--- src/rtl/rs232_pkg.sv ---
// rs232_pkg: constants and types shared by the RS232 receiver and transmitter.
//   CLKS_PER_BIT_DEFAULT : clock cycles per bit at 50 MHz / 115200 baud
//   DATA_BITS            : payload bits per frame (8N1, LSB first)
//   rxState_t            : receiver FSM state encoding
package rs232_pkg;

  localparam int unsigned CLKS_PER_BIT_DEFAULT = 434;
  localparam int unsigned DATA_BITS            = 8;
  localparam int unsigned BIT_IDX_W            = $clog2(DATA_BITS);

  typedef enum logic [2:0] {
    s_idle,
    s_start,
    s_data,
    s_stop,
    s_wait
  } rxState_t;

endpackage

--- src/rtl/rs232_sync.sv ---
// rs232_sync: two-flop synchroniser for an asynchronous single-bit input.
//   clk        : destination clock
//   rst        : asynchronous active-low reset, loads RESET_VAL into both flops
//   d          : asynchronous input
//   q          : synchronised output (two clk cycles of latency)
module rs232_sync #(
  parameter logic RESET_VAL = 1'b1
) (
  input  logic clk,
  input  logic rst,
  input  logic d,
  output logic q
);

  logic meta;

  // Plain two-stage shift; the first stage may go metastable, the second settles it.
  always_ff @(posedge clk or negedge rst) begin
    if (!rst) begin
      meta <= RESET_VAL;
      q    <= RESET_VAL;
    end else begin
      meta <= d;
      q    <= meta;
    end
  end

endmodule

--- src/rtl/rs232_rx.sv ---
// rs232_rx: 8N1 UART receiver, LSB first, idle-high line.
//   CLKS_PER_BIT : clock cycles per bit, must be >= 4
//   clk          : system clock, rising edge
//   rst          : asynchronous active-low reset
//   rx           : serial line from the pin, asynchronous to clk
//   dataOut      : last correctly framed byte, held until the next good byte
//   dataValid    : one-cycle pulse, dataOut updated this cycle
//   frameErr     : one-cycle pulse, stop bit sampled low
//   busy         : high whenever the receiver is not idle
module rs232_rx
  import rs232_pkg::*;
#(
  parameter int unsigned CLKS_PER_BIT = CLKS_PER_BIT_DEFAULT
) (
  input  logic                 clk,
  input  logic                 rst,
  input  logic                 rx,
  output logic [DATA_BITS-1:0] dataOut,
  output logic                 dataValid,
  output logic                 frameErr,
  output logic                 busy
);

  localparam int unsigned CNT_W = $clog2(CLKS_PER_BIT);
  localparam int unsigned HALF  = CLKS_PER_BIT / 2;

  localparam logic [CNT_W-1:0]     HALF_LAST = CNT_W'(HALF - 1);
  localparam logic [CNT_W-1:0]     BIT_LAST  = CNT_W'(CLKS_PER_BIT - 1);
  localparam logic [CNT_W-1:0]     CNT_ONE   = CNT_W'(1);
  localparam logic [BIT_IDX_W-1:0] IDX_LAST  = BIT_IDX_W'(DATA_BITS - 1);
  localparam logic [BIT_IDX_W-1:0] IDX_ONE   = BIT_IDX_W'(1);

  logic                 rxS;

  rxState_t             state;
  rxState_t             stateNext;
  logic [CNT_W-1:0]     cnt;
  logic [CNT_W-1:0]     cntNext;
  logic [BIT_IDX_W-1:0] idx;
  logic [BIT_IDX_W-1:0] idxNext;
  logic [DATA_BITS-1:0] shiftReg;
  logic [DATA_BITS-1:0] shiftNext;
  logic [DATA_BITS-1:0] dataNext;
  logic                 validNext;
  logic                 errNext;
  logic                 busyNext;

  // Bring the pin into the clk domain; idle level is high.
  rs232_sync #(
    .RESET_VAL (1'b1)
  ) uSync (
    .clk (clk),
    .rst (rst),
    .d   (rx),
    .q   (rxS)
  );

  // State, counters and all outputs are registered here.
  always_ff @(posedge clk or negedge rst) begin
    if (!rst) begin
      state     <= s_idle;
      cnt       <= '0;
      idx       <= '0;
      shiftReg  <= '0;
      dataOut   <= '0;
      dataValid <= 1'b0;
      frameErr  <= 1'b0;
      busy      <= 1'b0;
    end else begin
      state     <= stateNext;
      cnt       <= cntNext;
      idx       <= idxNext;
      shiftReg  <= shiftNext;
      dataOut   <= dataNext;
      dataValid <= validNext;
      frameErr  <= errNext;
      busy      <= busyNext;
    end
  end

  // Next-state and next-output logic; every transition clears the bit counter.
  always_comb begin
    stateNext = state;
    cntNext   = cnt;
    idxNext   = idx;
    shiftNext = shiftReg;
    dataNext  = dataOut;
    validNext = 1'b0;
    errNext   = 1'b0;

    unique case (state)
      s_idle: begin
        cntNext = '0;
        idxNext = '0;
        if (!rxS) begin
          stateNext = s_start;
        end
      end

      // Re-check the start bit at its centre to reject short glitches.
      s_start: begin
        if (cnt == HALF_LAST) begin
          cntNext   = '0;
          stateNext = rxS ? s_idle : s_data;
        end else begin
          cntNext = cnt + CNT_ONE;
        end
      end

      // From the start-bit centre, every full bit period lands mid-bit.
      s_data: begin
        if (cnt == BIT_LAST) begin
          cntNext        = '0;
          shiftNext[idx] = rxS;
          if (idx == IDX_LAST) begin
            stateNext = s_stop;
          end else begin
            idxNext = idx + IDX_ONE;
          end
        end else begin
          cntNext = cnt + CNT_ONE;
        end
      end

      s_stop: begin
        if (cnt == BIT_LAST) begin
          cntNext = '0;
          if (rxS) begin
            dataNext  = shiftReg;
            validNext = 1'b1;
            stateNext = s_idle;
          end else begin
            errNext   = 1'b1;
            stateNext = s_wait;
          end
        end else begin
          cntNext = cnt + CNT_ONE;
        end
      end

      // Line held low (break): wait for idle so only one frameErr is reported.
      s_wait: begin
        cntNext = '0;
        if (rxS) begin
          stateNext = s_idle;
        end
      end

      default: begin
        cntNext   = '0;
        idxNext   = '0;
        stateNext = s_idle;
      end
    endcase

    busyNext = (stateNext != s_idle);
  end

endmodule

--- config.mk ---
export PLATFORM = sky130hd
export DESIGN_NAME = rs232_rx
export DESIGN_NICKNAME = d
export VERILOG_FILES = /design/src/rtl/rs232_pkg.sv /design/src/rtl/rs232_sync.sv /design/src/rtl/rs232_rx.sv
export SDC_FILE = /design/constraint.sdc
export NUM_CORES = 1
export LEC_CHECK = 0
export CAP_MARGIN = 0
export CORE_MARGIN = 2
export CORE_UTILIZATION = 61
export CTS_CLUSTER_DIAMETER = 120
export CTS_CLUSTER_SIZE = 30
export DETAILED_ROUTE_END_ITERATION = 12
export PLACE_DENSITY = 0.9
export SYNTH_ARGS = -nofsm -noshare
export SYNTH_HDL_FRONTEND = slang
export SYNTH_SLANG_ARGS = --single-unit
--- constraint.sdc ---
create_clock -name clk -period 3.4 [get_ports clk]
set_input_delay 0.34 -clock clk [delete_from_list [all_inputs] [get_ports clk]]
set_output_delay 0.34 -clock clk [all_outputs]
set_load 0.05 [all_outputs]
# Yosys cells after proc, flatten, opt, wreduce, memory -nomap -nowiden
# Cells that the tools add are included.
word_totals:
  reg_bits: 36
  output_inout_bits: 11
  in_bits: 3
  word_cells: 56
op_classes:
  n_bitwise: 1
  add_sub_neg: 2
  muxes: 24
  n_reduce_logical: 8
  n_eq_ne: 9
  n_lt_le_gt_ge: 2
op_table:
  columns: ["cell", "n"]
  rows:
  - ["3-bit two-way mux", 9]
  - ["9-bit two-way mux", 2]
  - ["9-bit one-hot mux with 2 select lines", 1]
  - ["3-bit one-hot mux with 5 select lines", 1]
  - ["9-bit by 1-bit adder with 9-bit output (second input constant)", 1]
  - ["9-bit by 8-bit equality test with 1-bit output (second input constant)", 1]
  - ["9-bit equality test (second input constant)", 1]
  - ["8-bit bitwise mux", 1]
  - ["1-bit two-way mux", 7]
  - ["3-bit by 2-bit equality test with 1-bit output (second input constant)", 2]
  - ["3-bit equality test (second input constant)", 2]
  - ["3-bit one-hot mux with 2 select lines", 1]
  - ["3-bit AND reduction", 2]
  - ["3-bit by 4-bit < comparator with 1-bit output (second input constant)", 1]
  - ["2-bit != test (second input constant)", 2]
  - ["3-bit by 1-bit adder with 3-bit output (second input constant)", 1]
  - ["1-bit demux with 3-bit select", 1]
  - ["3-bit by 1-bit equality test with 1-bit output (second input constant)", 1]
  - ["3-bit by 1-bit >= comparator with 1-bit output (second input constant)", 1]
  - ["3-bit zero test", 1]
  - ["3-bit nonzero test", 1]
  - ["3-bit OR reduction", 1]
  - ["2-bit two-way mux", 1]
  - ["2-bit AND reduction", 1]
  - ["other kinds (3)", 3]

# Logic depth before layout (Yosys ltp)
# Gate-level depths: netlist of run 1.
depth:
  ltp_word: 5
  mapped_depth: 6
  depth_no_buf: 6

# Cells and area by module
# A second synthesis of run 1 with hierarchy kept.
unflattened:
  cells_unflattened: 151
  area_unflattened_um2: 1724.2
modules_own_cells:
  columns: ["mod", "seq_area_each_um2", "area_per_inst_um2", "n_inst", "cells_per_inst"]
  rows:
  - ["rs232_rx", 850.8, 1671.6, 1, 149]
  - ["rs232_sync", 52.6, 52.6, 1, 2]

# Worst setup path before layout of run 1
# OpenSTA, ideal clock, no wires.
synth_path:
  path_type: "register to register"
  startpoint: "reg state[2]"
  endpoint: "reg shiftReg[4]"
  t_required_ns: 3.272
  period_less_slack_ns: 1.948
  setup_ns: 0.128
  path_buffers: 1
  path_slack_ns: 1.452
  arrival_time_ns: 1.820
  path_stages_with_launch: 6
  cell_sequence: "dfrtp_1 buf_6 or3b_4 or3_4 nor4b_4 mux2_1"
synth_via:
  elab_chain_cells: 2
synth_lines:
  columns: ["item", "line_no", "text"]
  rows:
  - ["from (decl)", "rs232_rx.sv:35", "rxState_t state;"]
  - ["from (signal assigned)", "rs232_rx.sv:61", "state <= s_idle;"]
  - ["from (signal assigned)", "rs232_rx.sv:70", "state <= stateNext;"]
  - ["3-bit by 2-bit equality test with 1-bit output", "rs232_rx.sv:91", "unique case (state)"]
  - ["2-bit AND reduction (no line)", null, null]
  - ["to (signal assigned)", "rs232_rx.sv:73", "shiftReg <= shiftNext;"]
  - ["to (decl)", "rs232_rx.sv:41", "logic [DATA_BITS-1:0] shiftReg;"]
# Every way passes these cells.
# A chain may end at the register's enable or synchronous reset.

# Worst setup path after layout of run 1
layout_path:
  startpoint: "reg state[1]"
  endpoint: "reg shiftReg[6]"
# Same word-level chain as after synthesis.

==> flow_metrics.tcl, run 1 <==
set metrics [dict create \
    outcome "finished clean" \
    cts_tree "done" \
    ys.flop_type "dfrtp_1" \
    relSlewSlack_pct 57.1 \
    clockBufferDepth 2 \
    die_w_um 57.2 \
    p_per_area_nw_per_um2 343 \
    fp.dieArea_um2 3270 \
    skew_ps 10.3 \
    hpwl_um 2170 \
    path_cells "or3b_4 > nor3_1 > nand4_1 > mux2_2" \
    total_power_uw 657 \
    ys_async_sr_fraction_pct 100 \
    htree_levels 2 \
    syn_area_um2 1720 \
    p_seq_share_pct 65.9 \
    finalSetupViolCount 0 \
    yosysSeqAreaShare_pct 52.4 \
    vias 1192 \
    cap_violations 0 \
    clk_pin_slew_ps 100 \
    synth.distinct_cells 41 \
    drt-initial-drc-count 44 \
    start_util_pct 63.6 \
    fin_tns_setup_ps 0 \
    drt_pass1_iterations 4 \
    wl_um 3100 \
    portBuffers 13 \
    gr-total-overflow 0 \
    met3_length_um 112 \
    most-common-layout-cells "34 x dfrtp_1, 16 x nor2_1, 15 x mux2_2" \
    viasPerCell 6.02 \
    cts_made_buffers 5 \
    p_leak_uw 0.000829 \
    min_from "uSync.meta$_DFF_PN1_" \
    synth_top_area_share_pct 49.3 \
    r2r-end "shiftReg[6]$_DFFE_PN0P_" \
    drc 0 \
    r2r_cells 4 \
    reg2reg_slack_ps 1350 \
    syn_area_per_cell_um2 11.4 \
    met1Wirelength_um 1290 \
    area_growth_pct 11.2 \
    grt_max_degree 37 \
    cp.required_ps 3630 \
    ys_warn_count 0 \
    synthTopCellsByArea "dfrtp_1 49%, mux2_2 9.8%, ha_1 3.6%" \
    ir_drop_v 0.000330 \
    synth_nets 159 \
    grt_pass1_vias 1165 \
    power.switching_uw 142 \
    hold_viol_final 0 \
    cts_resized 0 \
    place_inst 190 \
    ant_nets 0 \
    end_kind "flop" \
    drive_gt1_share_pct 16.8 \
    hold_buffers 0 \
    nets 174 \
    num_io_pins 14 \
    finalMaxSlewViolations 0 \
    cts_sinks 36 \
    mostFrequentLayoutCell "dfrtp_1" \
    wl_met2_um 1650 \
    routedWlPerCell_um 15.7 \
    fillerInstances 213 \
    grt_use_total_pct 21.5 \
    switching_share_pct 21.6 \
    fp.coreArea_um2 2710 \
    fmax_mhz 488 \
    slowest_delay_ps 520 \
    multiInputGateArea_um2 767 \
    p_int_uw 515 \
    worstHoldEndpoint "uSync.q$_DFF_PN1_" \
    clkLatencyLatePin_ps 340 \
    die_height_um 57.2 \
    diodes 0 \
    rsz0062_at_grt "no" \
    path_class "flop to flop" \
    synth_top_area_cell "dfrtp_1" \
    reg2reg_from "state[1]$_DFF_PN0_" \
    routabilityCongestion 0.793 \
    antenna_found_initial 0 \
    hp-class "flop to flop" \
    fin_util_pct 70.8 \
    seq_area_um2 903 \
    grt_first_pass_wirelength_um 5230 \
    syn_inst 151 \
    start_kind "flop" \
    hold_path_depth 0 \
    tightest_slew_ps 639 \
    arrival_ps 2280 \
    period_needed_ps 2050 \
    rows 19 \
    synth_edf_count 0 \
    pwr-share-clk_pct 32.4 \
    p_comb_share_pct 1.7 \
    instances_no_fill 198 \
    crit_fanout 11 \
    cpMaxStageDelayCell "dfrtp_1" \
    highest_layer "met4" \
    postCtsSetupRepairBufs 0 \
    clock-root-buffer "clkbuf_4" \
    ys_ff_latch 36 \
    period_share_pct 60.2 \
]
==> synthesized netlist by cell type, types with 2 or more instances <==
master	count
or3_1	2
nand3_1	8
nand4b_1	2
inv_1	6
ha_1	5
buf_1	2
clkbuf_1	2
nor2_1	16
mux2_1	2
nor3_1	6
a22o_1	2
dfrtp_1	34
a21oi_1	6
nand2_1	7
xor2_1	2
nand4_1	2
dfstp_2	2
nor4_1	3
xnor2_1	5
nand2b_1	2
mux2_2	15
==> stage by stage <==
stage	setup slack, ps	hold slack, ps	area, um^2
floorplan	1450	44.4	1720
global placement	1430	346	1870
detailed placement	1370	347	1870
CTS	1370	360	1920
global route	1250	370	1920
finish	1350	359	1920
==> sequential cells by signal, indices dropped and copies added, names as in the netlist <==
name / count
cnt: 9
state: 3
frameErr: 1
uSync.q: 1
shiftReg: 8
idx: 3
dataValid: 1
dataOut: 8
busy: 1
uSync.meta: 1
==> area by class of cell <==
cell class                      count  area share (%)
Sequential cell                    36            47.1
Multi-Input combinational cell    103            40.0
Timing Repair Buffer               14            7.18
Clock buffer                        8            2.54
Tap cell                           31            2.02
Inverter                            6            1.17
==> worst max-delay path by stage <==
stage                             startpoint                 endpoint  slack (ps)  depth (start not counted)
after floorplan           state[2]$_DFF_PN0_  shiftReg[4]$_DFFE_PN0P_        1450                          5
after global placement    state[1]$_DFF_PN0_  shiftReg[4]$_DFFE_PN0P_        1430                          4
after detailed placement  state[1]$_DFF_PN0_  shiftReg[4]$_DFFE_PN0P_        1370                          4
after CTS                 state[1]$_DFF_PN0_  shiftReg[4]$_DFFE_PN0P_        1370                          4
after global routing      state[1]$_DFF_PN0_  shiftReg[0]$_DFFE_PN0P_        1250                          4
final                     state[1]$_DFF_PN0_  shiftReg[6]$_DFFE_PN0P_        1350                          4
==> cell families after synthesis <==
family	Yosys count	synth area share [%]
buf+inv	12	3.12
simple gates	59	20.5
xor+xnor	7	3.56
mux	17	11.1
fa+ha+maj	5	3.63
compound gates	15	5.73
flops	36	52.4
==> power groups by stage <==
stage | registers (uW) | clock network, uW | logic, uW
5_1_grt | 434 | 241 | 13.1
3_3_place_gp | 441 | 0 | 11.2
3_5_place_dp | 441 | 0 | 11.6
2_1_floorplan | 439 | 0 | 1.41
6_report | 433 | 213 | 11.0
4_1_cts | 433 | 219 | 11.6
==> worst max-delay path: cells and delay by family, from the launching register on <==
family           cells  cell delay [ps]
muxes                1              300
DFF                  1              520
and+or+nand+nor      3             1140
==> metal layers <==
layer  track usage (%)  vias to the layer above
met5                 0                        -
met4              7.31                        0
met3              7.48                        6
met2              37.4                       20
met1              24.8                      596
li1                  -                      570
(Power assumes the default switching activity.)
==> run 2: changes to the inputs <==
- CORE_UTILIZATION: 61 -> 51
- PLACE_DENSITY: 0.9 -> 0.81
- clock period: 3.4 -> 1.75 ns (I/O delays scaled with it)
==> run 2 against run 1 <==
  * The flow now finishes with violations (negative setup slack)
  * Hold slack got worse by 140 ps
  * Core utilization decreased by 2.3 points
  * Critical path depth up 2
  * Count of clock-buffer cells in the layout decreased by 2
  * Fmax grew 9.6%
  * First-iteration DRC count up 39%
  * Cell count up 20%
  * Combinational power rose to 2.6 times the previous value
  * Total power rose by 120%
==> flow_metrics.tcl, run 2 (synthesis results as in run 1) <==
set metrics [dict create \
    outcome "finished with violations" \
    violations "negative setup slack" \
    num_io_pins 14 \
    p_per_area_nw_per_um2 642 \
    reg_top3 "cnt x9, dataOut x8, shiftReg x8" \
    skew_ps 11.3 \
    clockBufferDepth 2 \
    area_growth_pct 30.5 \
    nets 199 \
    most-common-layout-cells "34 x dfrtp_1, 24 x buf_4, 16 x nor2_1" \
    cts_tree "done" \
    fin_tns_setup_ps -419 \
    p_seq_share_pct 57.9 \
    p_leak_uw 0.00100 \
    rows 21 \
    start_kind "flop" \
    cts_made_buffers 5 \
    total_power_uw 1440 \
    crit_fanout 4 \
    rsz0062_at_grt "yes" \
    clock-root-buffer "clkbuf_4" \
    fp.coreArea_um2 3280 \
    gr-total-overflow 0 \
    fin_util_pct 68.5 \
    path_class "flop to flop" \
    portBuffers 13 \
    finalSetupViolCount 7 \
    vias 1304 \
    cap_violations 0 \
    cp_num_buf_inv 1 \
    grt_pass1_vias 1429 \
    largest_reg_flops 9 \
    finalMaxSlewViolations 0 \
    power.switching_uw 301 \
    setup_ws_ps -118 \
    antenna_found_initial 0 \
    switching_share_pct 20.9 \
    pwr-share-clk_pct 40.1 \
    cpMaxStageDelayCell "or3_4" \
    p_comb_share_pct 1.9 \
    arrival_ps 2120 \
    die_w_um 62.1 \
    start_util_pct 52.5 \
    hold_buffers 0 \
    die_height_um 62.1 \
    slowest_delay_ps 450 \
    mostFrequentLayoutCell "dfrtp_1" \
    tightest_slew_ps 519 \
    hpwl_um 2470 \
    path_cells "inv_2 > ha_4 > nand4b_1 > or3_4 > nor4b_4 > mux2_4" \
    grt_use_total_pct 21.1 \
    period_share_pct 107 \
    largest-register "cnt" \
    drive_gt1_share_pct 33.9 \
    relSlewSlack_pct 65.3 \
    end_kind "flop" \
    ant_nets 0 \
    fmax_mhz 535 \
    drt_pass1_iterations 4 \
    hp-class "input port to flop" \
    p_int_uw 1140 \
    fp.dieArea_um2 3860 \
    hold_viol_final 0 \
    timing.hold.ws_ps 220 \
    viasPerCell 5.48 \
    grt_max_degree 37 \
    period_needed_ps 1870 \
    diodes 0 \
    cp.required_ps 2000 \
    grt_first_pass_wirelength_um 6340 \
    clkLatencyLatePin_ps 350 \
    routedWlPerCell_um 15.3 \
    drc 0 \
    clk_pin_slew_ps 110 \
    ir_drop_v 0.000404 \
    cts_sinks 36 \
    htree_levels 2 \
    routabilityCongestion 0.853 \
    drt-initial-drc-count 61 \
    cp_top_family "simple AND/OR/NAND/NOR gates" \
    wl_um 3630 \
]
run 2: changes by cell type in the layout (fill, tap and decap cells not counted), moves of 2 or more:
cell,before,now
nor3_1,6,3
mux2_4,0,2
buf_4,1,24
clkbuf_1,3,1
nor3_2,0,2
run 2: power groups by stage:
stage	Clock, uW	Combinational (uW)	Sequential, uW
final	579	28.1	836
after global routing	619	32.7	837
after CTS	593	29.5	836
after detailed placement	0	28.9	852
after global placement	0	27.7	852
after floorplan	0	2.74	854
run 2: timing repair:
action,CTS,global route
setup endpoints to repair,8,9
pin swaps,1,1
setup buffers,1,2
gates resized for setup,7,9
run 2: area by class of cell:
cell class / instances / area (um^2)
clock buffer: 6 / 41.3
timing repair buffer: 39 / 342
sequential: 36 / 903
inverter: 6 / 22.5
fill: 248 / 1030
clock inverter: 2 / 35.0
tap: 46 / 57.6
multi-input combinational: 103 / 848
run 2: per-layer routing:
| layer | track usage (%) | vias up | share of wire [%] |
|---|---|---|---|
| met3 | 3.80 | 7 | 3.0 |
| met4 | 13.9 | 0 | 1.6 |
| li1 | - | 617 | - |
| met1 | 22.6 | 654 | 39 |
| met2 | 37.9 | 26 | 56 |
| met5 | 0 | - | 0 |
run 2: metrics by stage:
step           instances  cell area (um^2)  setup slack [ps]
6_report             238              2250              -118
5_1_grt              238              2250              -174
4_1_cts              236              2180             -97.3
3_5_place_dp         227              2070              -160
3_3_place_gp         227              2070             -73.8
2_1_floorplan        151              1720              -174
run 2: worst paths after layout:
check,start,endpoint,slack (ps),cells after the start
setup / recovery,cnt[1]$_DFF_PN0_,shiftReg[4]$_DFFE_PN0P_,-120,6
hold / removal,rx,uSync.meta$_DFF_PN1_,220,1
setup reg to reg,cnt[1]$_DFF_PN0_,shiftReg[4]$_DFFE_PN0P_,-120,6
hold reg to reg,uSync.meta$_DFF_PN1_,uSync.q$_DFF_PN1_,360,0
max in group asynchronous,rst,uSync.q$_DFF_PN1_,1170,2
min in group asynchronous,rst,shiftReg[0]$_DFFE_PN0P_,240,2
run 2: worst reg2reg max path, cell delays in order, from the launching register on:
cell and delay [ps]:
dfrtp_1 400, inv_2 80, ha_4 120, nand4b_1 140, or3_4 450, nor4b_4 250, mux2_4 320
